==> config.mk <==
export PLATFORM = sky130hd
export DESIGN_NAME = uart_rx_fifo_flat
export DESIGN_NICKNAME = d
export VERILOG_FILES = /design/src/rtl/uart_rx_fifo_if.sv /design/src/rtl/uart_rx_fifo.sv /design/src/flat_wrapper.sv
export SDC_FILE = /design/constraint.sdc
export NUM_CORES = 1
export LEC_CHECK = 0
export BUFFER_PORTS_ARGS = -buffer_cell sky130_fd_sc_hd__buf_2
export CAP_MARGIN = 0
export CORE_MARGIN = 4
export CORE_UTILIZATION = 55
export CTS_CLUSTER_DIAMETER = 40
export DETAILED_ROUTE_END_ITERATION = 6
export PLACE_DENSITY = 0.71
export REMOVE_ABC_BUFFERS = 1
export SLEW_MARGIN = 25
export SYNTH_ARGS = -nofsm -noshare
export SYNTH_HDL_FRONTEND = slang
export SYNTH_SLANG_ARGS = --single-unit
export TNS_END_PERCENT = 1
==> constraint.sdc <==
create_clock -name clk -period 5.19 [get_ports clk]
set_clock_uncertainty 0.1 [all_clocks]
set_input_delay 0.2595 -clock clk [delete_from_list [all_inputs] [get_ports clk]]
set_output_delay 0.2595 -clock clk [all_outputs]
set_load 0.05 [all_outputs]
==> src/rtl/uart_rx_fifo_if.sv <==
// uart_rx_fifo_if: receiver-side and decoder-side
// handshakes of the UART RX byte FIFO.
interface uart_rx_fifo_if #(
  parameter int DEPTH  = 8,
  parameter int DWIDTH = 8,
  parameter int CWIDTH = $clog2(DEPTH) + 1
);
  logic [DWIDTH-1:0] in_data;
  logic              in_valid;
  logic              in_ready;
  logic [DWIDTH-1:0] out_data;
  logic              out_valid;
  logic              out_ready;
  logic [CWIDTH-1:0] count;
  logic              overflow;
  logic              clr_overflow;

  modport master (
    output in_data,
    output in_valid,
    input  in_ready,
    input  out_data,
    input  out_valid,
    output out_ready,
    input  count,
    input  overflow,
    output clr_overflow
  );

  modport slave (
    input  in_data,
    input  in_valid,
    output in_ready,
    output out_data,
    output out_valid,
    input  out_ready,
    output count,
    output overflow,
    input  clr_overflow
  );
endinterface

==> src/rtl/uart_rx_fifo.sv <==
// uart_rx_fifo: byte FIFO from UART receiver to MMIO
// decoder, with sticky overflow on dropped bytes.
module uart_rx_fifo #(
  parameter int DEPTH  = 8,
  parameter int DWIDTH = 8,
  parameter int CWIDTH = $clog2(DEPTH) + 1
) (
  input  logic clk,
  input  logic rst_n,
  uart_rx_fifo_if.slave bus
);
  localparam int AW = $clog2(DEPTH);

  logic [DWIDTH-1:0] mem [DEPTH];
  logic [AW-1:0]     wr_ptr;
  logic [AW-1:0]     rd_ptr;
  logic [CWIDTH-1:0] cnt;
  logic [CWIDTH-1:0] cnt_nxt;
  logic              ovf;
  logic              full;
  logic              empty;
  logic              push;
  logic              pop;
  logic              drop;

  assign full  = (cnt == CWIDTH'(DEPTH));
  assign empty = (cnt == '0);
  assign push  = bus.in_valid && !full;
  assign drop  = bus.in_valid && full;
  assign pop   = bus.out_ready && !empty;

  assign bus.in_ready  = !full;
  assign bus.out_valid = !empty;
  assign bus.out_data  = empty ? '0 : mem[rd_ptr];
  assign bus.count     = cnt;
  assign bus.overflow  = ovf;

  // Storage write; contents are not reset, only pointers.
  always_ff @(posedge clk) begin
    if (rst_n && push) begin
      mem[wr_ptr] <= bus.in_data;
    end
  end

  // Next occupancy from push/pop combination.
  always_comb begin
    cnt_nxt = cnt;
    unique case (1'b1)
      (push && !pop): cnt_nxt = cnt + CWIDTH'(1);
      (pop && !push): cnt_nxt = cnt - CWIDTH'(1);
      default:        cnt_nxt = cnt;
    endcase
  end

  // Pointers, count and sticky overflow; a drop beats a clear.
  always_ff @(posedge clk) begin
    if (!rst_n) begin
      wr_ptr <= '0;
      rd_ptr <= '0;
      cnt    <= '0;
      ovf    <= 1'b0;
    end else begin
      if (push) begin
        wr_ptr <= wr_ptr + AW'(1);
      end
      if (pop) begin
        rd_ptr <= rd_ptr + AW'(1);
      end
      cnt <= cnt_nxt;
      if (drop) begin
        ovf <= 1'b1;
      end else if (bus.clr_overflow) begin
        ovf <= 1'b0;
      end
    end
  end
endmodule

==> src/flat_wrapper.sv <==
// flat-port wrapper written by rule: the top's interface ports become plain ports
module uart_rx_fifo_flat 
#(
  parameter int DEPTH  = 8,
  parameter int DWIDTH = 8,
  parameter int CWIDTH = $clog2(DEPTH) + 1
)
  (clk, rst_n, bus_in_data, bus_in_valid, bus_in_ready, bus_out_data, bus_out_valid, bus_out_ready, bus_count, bus_overflow, bus_clr_overflow);
  uart_rx_fifo_if #(.DEPTH(DEPTH), .DWIDTH(DWIDTH), .CWIDTH(CWIDTH)) bus_i ();
  input  logic clk;
  input  logic rst_n;
  input wire logic [$bits(bus_i.in_data)-1:0] bus_in_data;
  input wire logic [$bits(bus_i.in_valid)-1:0] bus_in_valid;
  output wire logic [$bits(bus_i.in_ready)-1:0] bus_in_ready;
  output wire logic [$bits(bus_i.out_data)-1:0] bus_out_data;
  output wire logic [$bits(bus_i.out_valid)-1:0] bus_out_valid;
  input wire logic [$bits(bus_i.out_ready)-1:0] bus_out_ready;
  output wire logic [$bits(bus_i.count)-1:0] bus_count;
  output wire logic [$bits(bus_i.overflow)-1:0] bus_overflow;
  input wire logic [$bits(bus_i.clr_overflow)-1:0] bus_clr_overflow;
  assign bus_i.in_data = bus_in_data;
  assign bus_i.in_valid = bus_in_valid;
  assign bus_in_ready = bus_i.in_ready;
  assign bus_out_data = bus_i.out_data;
  assign bus_out_valid = bus_i.out_valid;
  assign bus_i.out_ready = bus_out_ready;
  assign bus_count = bus_i.count;
  assign bus_overflow = bus_i.overflow;
  assign bus_i.clr_overflow = bus_clr_overflow;
  uart_rx_fifo #(.DEPTH(DEPTH), .DWIDTH(DWIDTH), .CWIDTH(CWIDTH)) u_core (.clk(clk), .rst_n(rst_n), .bus(bus_i));
endmodule
==> results of run 1 <==
==> cells in the mapped netlist (3+ instances only) <==
cell	number
edfxtp_1	64
mux4_2	16
dfxtp_1	14
mux2i_1	12
nor2_1	9
nand2_1	7
and2_1	5
ha_1	5
nor2b_1	5
nor3_1	4
nor4_1	3
xnor2_1	3
xor2_1	3
==> flip-flops by register name, indices dropped and copies added (netlist names), named ones only <==
| signal | flops |
|---|---|
| u_core.bus.overflow | 1 |
| u_core.bus.count | 4 |
| u_core.mem | 64 |
| u_core.wr_ptr | 3 |
| u_core.rd_ptr | 3 |
==> where the power goes <==
part | internal [mW] | switching, mW | total (mW)
registers | 0.719 | 0.0694 | 0.788
logic | 0.206 | 0.397 | 0.603
clock network | 0.267 | 0.209 | 0.477
==> per-stage QoR <==
step / instances / area, um2 / hold slack, ns
floorplan: 173 / 3128 / 0.2584
global placement: 279 / 3406 / 0.3846
detailed placement: 279 / 3407 / 0.3971
CTS: 295 / 3620 / 0.06998
global route: 295 / 3620 / 0.07177
finish: 295 / 3620 / 0.09092
==> cell usage in the layout (no fill, tap or decap), drive strengths merged, types with 2 or more instances in the layout <==
| cell | Yosys | routed |
|---|---|---|
| edfxtp | 64 | 64 |
| buf | 6 | 34 |
| mux4 | 16 | 16 |
| dfxtp | 14 | 14 |
| mux2i | 12 | 12 |
| nor2 | 9 | 9 |
| clkbuf | 3 | 9 |
| nand2 | 7 | 7 |
| and2 | 7 | 7 |
| nor2b | 5 | 5 |
| ha | 5 | 5 |
| nor3 | 4 | 4 |
| nor4 | 4 | 4 |
| inv | 4 | 4 |
| xor2 | 3 | 3 |
| xnor2 | 3 | 3 |
| clkinv | 0 | 3 |
| nand3 | 2 | 2 |
| nand2b | 2 | 2 |
| a21oi | 2 | 2 |
| or3 | 2 | 2 |
| a21boi | 2 | 2 |
| clkinvlp | 0 | 2 |
| bufinv | 0 | 2 |
==> layer usage <==
metal | routed length, um | global-route usage | share of wire | vias up
li1 | - | - | - | 772
met1 | 2271 | 0.2231 | 0.40 | 814
met2 | 3020 | 0.2798 | 0.53 | 42
met3 | 307 | 0.04047 | 0.054 | 7
met4 | 67 | 0.08918 | 0.012 | 0
met5 | 0 | 0 | 0 | -
==> cell type report <==
type	count	area [um2]
clock buffers	9	123.9
repair buffers	34	187.7
well taps	72	90.09
fillers	381	1954
multi-input cells	91	905.9
inverters	4	20.02
flip-flops and latches	78	2203
clock inverters	7	88.84
==> cell families (layout without fill, tap and decap cells) <==
kind of cell,count (synthesis),count (layout),synth area share
XOR/XNOR,6,6,0.01651
multiplexers,28,28,0.1509
adder cells (fa/ha/maj),5,5,0.01965
flip-flops,78,78,0.6918
buffers and inverters,13,54,0.02359
AO/OA/AOI/OAI,8,8,0.01690
AND/OR/NAND/NOR,44,44,0.08058
==> path summary, 6_finish.rpt <==
path,from,end,depth (start not counted)
setup / recovery,u_core.bus.count[0],u_core.bus.count[2],10
hold / removal,bus_in_data[1],u_core.mem[1][1],1
setup reg to reg,u_core.bus.count[0],u_core.bus.count[2],10
hold reg to reg,u_core.bus.overflow,u_core.bus.overflow,2
==> impl_metrics.csv, run 1 <==
group,metric,value,unit
worst_setup_path,cp_top_family,"simple AND/OR/NAND/NOR gates",
clocking,post_cts_resized,0,
route,antenna_left,0,
clocking,cts.clk_slew.worst_paths,0.08,ns
placement,dpl.hpwl,3.753,mm
outcome,outcome,"complete, no violations",
logic_synthesis,ys_types,34,
clocking,clk_latency,0.34,ns
timing,worstMarginPinSlew,0.8896,ns
floorplanning,start_util,0.5710,
timing,layout_setup_ws,2.307,ns
final_layout,drive_gt1_frac,0.3229,
global_routing,grt-ovfl-total,0,
logic_synthesis,ys_warn_count,0,
timing,hold_violations,0,
clocking,ctsHoldBuffers,0,
final_layout,final_nets,236,
global_routing,grt_pass1_wl,9.066,mm
logic_synthesis,syn_avg_cell_area,17.49,um2
timing,tns,0,ns
logic_synthesis,netlist_instances,182,
floorplanning,fp.dieW,84.08,um
route,routed_wl,5.666,mm
worst_setup_path,crit_chain,"nor4_4 -> inv_2 -> and2_4 -> ha_1 -> xor2_1 -> ha_1 -> a21oi_1 -> xor2_1 -> or3_1 -> a21boi_0",
pwr,leakage,1.261,nW
worst_setup_path,path_max_fanout,9,
worst_setup_path,start_kind,"flop",
run,maxCapViolations,0,
clocking,cts_tree,"built",
timing,max_freq,346.8,MHz
worst_setup_path,cp_data_arrival_time,3.05,ns
logic_synthesis,netlist_area,3183,um2
floorplanning,die_h,84.08,um
logic_synthesis,synth_area_leaders,"edfxtp_1 (60%), mux4_2 (11%), dfxtp_1 (8.8%)",
placement,gp_congestion,0.7041,
floorplanning,core_area,5574,um2
clocking,numCtsBuffers,9,
timing,rsz0062_at_grt,"no",
timing,slew_violations,0,
logic_synthesis,synth_edf_count,64,
logic_synthesis,async_flop_share,0,
worst_setup_path,endpoint_kind,"flop",
placement,io_buffers,27,
timing,period_share,0.5556,
route,drt_iter0_markers,63,
pwr,max-vdd-ir-drop,0.3095,mV
global_routing,grt_max_degree,17,
clocking,postCtsSetupBuffers,0,
logic_synthesis,synth_top_area_frac,0.6038,
logic_synthesis,synthFlopType,"edfxtp_1",
route,drt_pass1_iterations,4,
pwr,finalPower,1.868,mW
timing,final.min_clock_period,2.883,ns
worst_setup_path,critPathMaxStageDelay,0.65,ns
logic_synthesis,synth-seq-cells,78,
route,wl_per_cell,19.21,um
global_routing,grt.total_usage,0.1749,
worst_setup_path,crit_slowest_cell,"nor4_4",
worst_setup_path,cp_data_required_time,5.35,ns
logic_synthesis,synth-seq-area-share,0.6918,
floorplanning,num_io_pins,28,
timing,slew_headroom,0.4048,
global_routing,antenna_found_initial,0,
pwr,powerDensity,516.1,nW/um2
global_routing,grt_pass1_vias,1769,
route,via_per_inst,5.542,
final_layout,final_util,0.6494,
floorplanning,rows,27,
floorplanning,die_area,7069,um2
worst_hold_path,hold_path_class,"input pin to flop",
clocking,htree_levels,3,
clocking,clockRootBuffer,"clkbuf_8",
final_layout,num_antenna_cells,0,
logic_synthesis,yosysTopAreaCell,"edfxtp_1",
timing,setup-violations-final,0,
final_layout,syn_to_final_growth,13.72,%
placement,pre_cts_slack,2.310,ns
worst_setup_path,r2r_setup_slack,2.31,ns
clocking,clock-sinks,78,
route,num_vias,1635,
worst_setup_path,critPathKind,"flop to flop",
worst_setup_path,crit_buf_inv,1,
clocking,clockBufferDepth,2,
route,post-route-drc-count,0,
Note: power is estimated with default switching activity, not from simulation.
==> run 2: changes to the inputs <==
--- a/config.mk
+++ b/config.mk
@@ -5,6 +5,7 @@
 export SDC_FILE = /design/constraint.sdc
 export NUM_CORES = 1
 export LEC_CHECK = 0
+export ABC_AREA = 1
 export BUFFER_PORTS_ARGS = -buffer_cell sky130_fd_sc_hd__buf_2
 export CAP_MARGIN = 0
 export CORE_MARGIN = 4
==> constraint.sdc (replaced) <==
create_clock -name clk -period 2.7 [get_ports clk]
set_clock_uncertainty 0.1 [all_clocks]
set_input_delay 0.135 -clock clk [delete_from_list [all_inputs] [get_ports clk]]
set_output_delay 0.135 -clock clk [all_outputs]
set_load 0.05 [all_outputs]
==> run 2 against run 1 <==
  * Via count increased by 35%
  * Sequential share of layout area shrank 2.7 points
  * Synthesized cell count grew 59%
  * Die area is 3.1% higher
  * Combinational power rose to 2.7 times the previous value
  * Critical path depth down 2
  * Flip-flop and latch count is the same
  * Wire length is 17% higher
  * Clock power rose by 69%
  * Critical endpoint is now bus_out_data[7]
  * Highest routed layer unchanged
==> impl_metrics.csv, run 2 <==
group,metric,value,unit
placement,io_buffers,27,
placement,placedCellCount,388,
logic_synthesis,yosys-top-cells-count,"nor2_1 (66), edfxtp_1 (64), o21ai_1 (29)",
final_layout,drive_gt1_frac,0.1877,
floorplanning,die_area,7290,um2
route,drt_iter0_markers,139,
route,num_vias,2200,
clocking,clk_latency,0.33,ns
final_layout,largest_reg_flops,64,
final_layout,num_antenna_cells,0,
logic_synthesis,synth-seq-area-share,0.6687,
pwr,max-vdd-ir-drop,0.6771,mV
floorplanning,fp.dieW,85.38,um
clocking,htree_levels,3,
timing,layout_setup_ws,0.3286,ns
clocking,clockBufferDepth,2,
floorplanning,num_io_pins,28,
logic_synthesis,ys_types,30,
global_routing,grt-ovfl-total,0,
clocking,cts_tree,"built",
global_routing,grt_pass1_wl,10.47,mm
clocking,numCtsBuffers,9,
route,wl_per_cell,16.00,um
logic_synthesis,syn_avg_cell_area,11.40,um2
timing,max_freq,421.7,MHz
pwr,leakage,1.435,nW
logic_synthesis,synth_area_leaders,"edfxtp_1 (58%), dfxtp_1 (8.5%), nor2_1 (7.5%)",
timing,rsz0062_at_grt,"no",
worst_setup_path,start_kind,"flop",
final_layout,syn_to_final_growth,14.86,%
placement,pre_cts_slack,0.5070,ns
final_layout,layout_commonest_cell,"nor2_1",
logic_synthesis,synth_top_area_frac,0.5836,
timing,final.min_clock_period,2.371,ns
floorplanning,start_util,0.5837,
run,maxCapViolations,0,
clocking,clock-sinks,78,
pwr,finalPower,3.924,mW
timing,tns,0,ns
worst_setup_path,path_max_fanout,19,
global_routing,grt_pass1_vias,2064,
route,via_per_inst,5.327,
global_routing,grt_max_degree,33,
worst_setup_path,critPathKind,"flop to output pin",
route,routed_wl,6.610,mm
clocking,postCtsSetupBuffers,0,
placement,gp_congestion,0.8524,
logic_synthesis,synth_edf_count,64,
logic_synthesis,netlist_area,3293,um2
timing,whs,0.02628,ns
worst_hold_path,hold_path_class,"input pin to flop",
placement,dpl.hpwl,4.185,mm
logic_synthesis,synth.most_common_cell,"nor2_1",
clocking,post_cts_resized,0,
logic_synthesis,async_flop_share,0,
route,post-route-drc-count,0,
route,antenna_left,0,
pwr,powerDensity,1037,nW/um2
floorplanning,die_h,85.38,um
logic_synthesis,netlist_instances,289,
logic_synthesis,yosysTopAreaCell,"edfxtp_1",
route,drt_pass1_iterations,4,
outcome,outcome,"complete, no violations",
timing,hold_violations,0,
final_layout,final_nets,354,
final_layout,top_register,"u_core.mem",
timing,period_share,0.8783,
clocking,cts.clk_slew.worst_paths,0.07,ns
logic_synthesis,synth-seq-cells,78,
timing,setup-violations-final,0,
global_routing,antenna_found_initial,0,
worst_setup_path,cp_data_required_time,2.47,ns
timing,slew_violations,0,
floorplanning,core_area,5642,um2
floorplanning,rows,27,
final_layout,final_cell_mix,"nor2_1 (66), edfxtp_1 (64), o21ai_1 (29), buf_2 (27), nand2_1 (24)",
final_layout,finalNonFillerCells,413,
worst_setup_path,endpoint_kind,"output pin",
clocking,clockRootBuffer,"clkbuf_8",
global_routing,grt.total_usage,0.1898,
worst_setup_path,cp_data_arrival_time,2.14,ns
timing,worstMarginPinSlew,0.6845,ns
logic_synthesis,synthFlopType,"edfxtp_1",
logic_synthesis,ys_warn_count,0,
timing,slew_headroom,0.5430,
## run 2: changes by cell type after synthesis, sizes merged, moves of 7 or more
cell    delta
inv       +15
a21oi      +7
and2       -7
nand2     +19
nor2      +60
o211ai     +8
mux4      -16
mux2i     -12
o22ai      +8
o21ai     +39
## run 2: worst max-delay path, stage by stage (launching register included)
cell and delay, ns:
dfxtp_1 0.68, buf_4 0.35, nor2_1 0.07, nor2_1 0.10, o21ai_1 0.07, o211ai_1 0.10
nand2_1 0.07, nor2_1 0.09, buf_2 0.27
## run 2: worst paths after layout
path / start / to / slack (ns) / depth (start not counted)
worst max-delay path: flop / bus_out_data[7] / 0.33 / 8
worst min-delay path: rst_n / u_core.wr_ptr[2] / 0.03 / 3
worst max register to register: u_core.bus.count[0] / u_core.bus.count[2] / 0.51 / 12
worst min register to register: u_core.bus.overflow / u_core.bus.overflow / 0.36 / 2
## run 2: metal layers
layer | wire, um | vias to the layer above | global-route usage
met5 | 0 | - | 0
met4 | 79 | 0 | 0.06475
met3 | 241 | 8 | 0.02816
met2 | 3275 | 36 | 0.3220
met1 | 3014 | 1049 | 0.2495
li1 | - | 1107 | -
## run 2: timing repair
action | in CTS | in global routing
setup endpoints to repair | 0 | 0
hold buffers | 9 | 0
hold endpoints to repair | 65 | 0
## run 2: power by group
group	switching, mW	leakage [nW]	internal, mW
Clock	0.389	0.0864	0.415
Sequential	0.114	0.693	1.39
Combinational	1.18	0.656	0.434
Total	1.68	1.44	2.24
## run 2: metrics by stage
stage	utilization	cell area, um2
final	0.6704	3782
after floorplan	-	3204
after global routing	0.6704	3782
after CTS	0.6704	3782
after detailed placement	0.6225	3512
after global placement	0.6225	3512
## run 2: cells by family after synthesis
family                     Yosys count  synth area share
AOI/OAI and AO/OA                   65            0.1113
xor gates and xnor gates             3          0.007980
adders and majority gates            5           0.01900
buffers and inverters               30           0.04939
DFF                                 78            0.6687
and+or+nand+nor                    108            0.1436
## run 2: final cells by class
| type | count | area (um2) |
|---|---|---|
| fill | 427 | 1859 |
| clock inverter | 6 | 52.55 |
| inverter | 19 | 73.82 |
| multi-input combinational | 181 | 928.4 |
| clock buffer | 10 | 127.6 |
| tap | 72 | 90.09 |
| timing repair buffer | 47 | 307.8 |
| sequential | 78 | 2202 |
==> run 3: changes to the inputs <==
--- a/config.mk
+++ b/config.mk
@@ -5,13 +5,13 @@
 export SDC_FILE = /design/constraint.sdc
 export NUM_CORES = 1
 export LEC_CHECK = 0
-export ABC_AREA = 1
 export BUFFER_PORTS_ARGS = -buffer_cell sky130_fd_sc_hd__buf_2
 export CAP_MARGIN = 0
 export CORE_MARGIN = 4
 export CORE_UTILIZATION = 55
 export CTS_CLUSTER_DIAMETER = 40
 export DETAILED_ROUTE_END_ITERATION = 6
+export HOLD_SLACK_MARGIN = 0.05
 export PLACE_DENSITY = 0.71
 export REMOVE_ABC_BUFFERS = 1
 export SLEW_MARGIN = 25
==> run 3 against run 2 <==
  * Via count is 23% lower
  * Cell count is 25% lower
  * Register-to-register slack worse by 0.33 ns
  * Wire length is 10% lower
  * Non-clock buffer count is 2 higher
  * Count of clock-buffer cells in the layout is 3 higher
  * Largest power group is now registers
==> impl_metrics.csv, run 3 (same netlist as run 1, synthesis figures left out) <==
group,metric,value,unit
floorplanning,core_area,5574,um2
pwr,pwr-share-seq,0.398,
floorplanning,rows,27,
clocking,clk_latency,0.34,ns
placement,io_buffers,27,
pwr,max-vdd-ir-drop,0.6353,mV
pwr,powerDensity,967.3,nW/um2
route,post-route-drc-count,0,
route,drt_pass1_iterations,4,
timing,rsz0062_at_grt,"no",
clocking,cts_tree,"built",
route,drt_iter0_markers,81,
final_layout,nFillCells,397,
clocking,cts.clk_slew.worst_paths,0.08,ns
outcome,outcome,"complete, no violations",
clocking,numCtsBuffers,9,
floorplanning,fp.dieW,84.08,um
route,via_per_inst,5.484,
worst_setup_path,start_kind,"flop",
worst_setup_path,cp-startpoint,"u_core.bus.count[3]",
worst_hold_path,worstHoldPathCells,3,
final_layout,multi_input_comb_area,908.4,um2
final_layout,layout_commonest_cell,"edfxtp_1",
pwr,combinationalPowerShare,0.354,
worst_setup_path,r2r_setup_slack,0.18,ns
timing,period_share,0.9343,
pwr,swShare,0.3608,
worst_setup_path,critPathKind,"flop to flop",
floorplanning,die_area,7069,um2
final_layout,drive_gt1_frac,0.3361,
worst_setup_path,crit_end,"u_core.bus.count[2]",
clocking,clock-sinks,78,
final_layout,syn_to_final_growth,18.32,%
timing,setup-violations-final,0,
timing,layout_setup_ws,0.1773,ns
worst_setup_path,rr_endpoint,"u_core.bus.count[2]",
final_layout,top_register,"u_core.mem",
clocking,clockRootBuffer,"clkbuf_8",
final_layout,final_nets,251,
worst_setup_path,cp_data_required_time,2.87,ns
timing,hold_violations,0,
run,maxCapViolations,0,
route,num_vias,1700,
placement,dpl.hpwl,3.973,mm
pwr,switchingPower,1.314,mW
pwr,p_int,2.329,mW
floorplanning,die_h,84.08,um
global_routing,grt_pass1_vias,1824,
timing,final.min_clock_period,2.523,ns
final_layout,num_antenna_cells,0,
clocking,htree_levels,3,
worst_setup_path,r2r-start,"u_core.bus.count[3]",
final_layout,final_cell_mix,"edfxtp_1 (64), buf_2 (27), mux4_2 (16), dfxtp_1 (13), buf_4 (13)",
global_routing,grt_pass1_wl,9.763,mm
pwr,pwr-share-clk,0.248,
worst_setup_path,path_max_fanout,8,
worst_hold_path,hold_path_class,"input pin to flop",
global_routing,antenna_found_initial,0,
placement,gp_congestion,0.8732,
final_layout,regArea,2203,um2
clocking,clockBufferDepth,2,
final_layout,largest_reg_flops,64,
timing,tns,0,ns
floorplanning,start_util,0.5710,
worst_setup_path,cp_data_arrival_time,2.69,ns
global_routing,grt-ovfl-total,0,
worst_hold_path,hp-start,"rst_n",
timing,max_freq,396.4,MHz
pwr,leakage,1.342,nW
timing,worstMarginPinSlew,0.8006,ns
global_routing,grt_max_degree,17,
route,wl_per_cell,19.08,um
timing,slew_violations,0,
timing,whs,0.07441,ns
global_routing,grt.total_usage,0.1882,
placement,pre_cts_slack,0.1011,ns
floorplanning,num_io_pins,28,
route,antenna_left,0,
timing,slew_headroom,0.4655,
worst_setup_path,r2r_cells,10,
clocking,postCtsSetupBuffers,0,
route,routed_wl,5.916,mm
worst_setup_path,endpoint_kind,"flop",
-- run 3: cell count changes in the layout (fill, tap and decap cells not counted), sizes merged, moves of 5 or more --
cell and delta:
nor2 -60, o21ai -39, nand2 -19, mux4 +16
inv -14, mux2i +12, o211ai -8, o22ai -8
a21oi -7, and2 +7, nand3 -5, nor2b +5
-- run 3: layout make-up --
type	instances	share of cell area
Clock buffer	13	0.05349
Clock inverter	3	0.005316
Inverter	4	0.005316
Multi-Input combinational cell	91	0.2412
Sequential cell	78	0.5850
Tap cell	72	0.02392
Timing Repair Buffer	49	0.08571
-- run 3: critical path, cell delays in order, from the launching register on --
cell,delay (ns)
dfxtp_2,0.38
or4b_4,0.49
and2_4,0.20
inv_6,0.08
ha_2,0.22
xor2_1,0.16
ha_1,0.16
a21oi_1,0.05
xor2_1,0.15
or3_1,0.30
a21boi_0,0.16
-- run 3: per-layer routing --
metal  up-vias  share of wire  global-route usage
met5         -              0                   0
met3        11          0.038             0.03751
li1        804              -                   -
met4         0          0.018             0.08772
met2        45           0.52              0.3063
met1       840           0.42              0.2426
-- run 3: worst min path at each step --
| stage | endpoint | slack (ns) |
|---|---|---|
| 3_3_place_gp | u_core.mem[6][3] | 0.29 |
| 3_5_place_dp | u_core.mem[6][7] | 0.31 |
| 4_1_cts | u_core.bus.count[2] | 0.06 |
| 6_report | u_core.bus.count[3] | 0.07 |
| 2_1_floorplan | u_core.mem[0][0] | 0.13 |
| 5_1_grt | u_core.bus.count[1] | 0.09 |
-- run 3: power groups by stage --
| stage | registers [mW] | clock network, mW | logic [mW] |
|---|---|---|---|
| final | 1.45 | 0.902 | 1.29 |
| after detailed placement | 1.48 | 0 | 1.29 |
| after CTS | 1.45 | 0.920 | 1.30 |
| after global routing | 1.46 | 0.981 | 1.39 |
| after floorplan | 1.59 | 0 | 0.822 |
| after global placement | 1.47 | 0 | 1.25 |
-- run 3: timing repair --
item / in CTS / in global routing
resized for setup: 0 / 2
endpoints found under the setup margin: 0 / 1
endpoints found under the hold margin: 65 / 0
hold buffers: 9 / 0
-- run 3: metrics by stage --
stage	cells	area, um2	power [mW]	util
after floorplan	173	3128	2.417	-
after global placement	285	3451	2.719	0.6191
final	310	3766	3.643	0.6756
after detailed placement	285	3451	2.765	0.6191
after CTS	310	3762	3.670	0.6750
after global routing	310	3766	3.831	0.6756
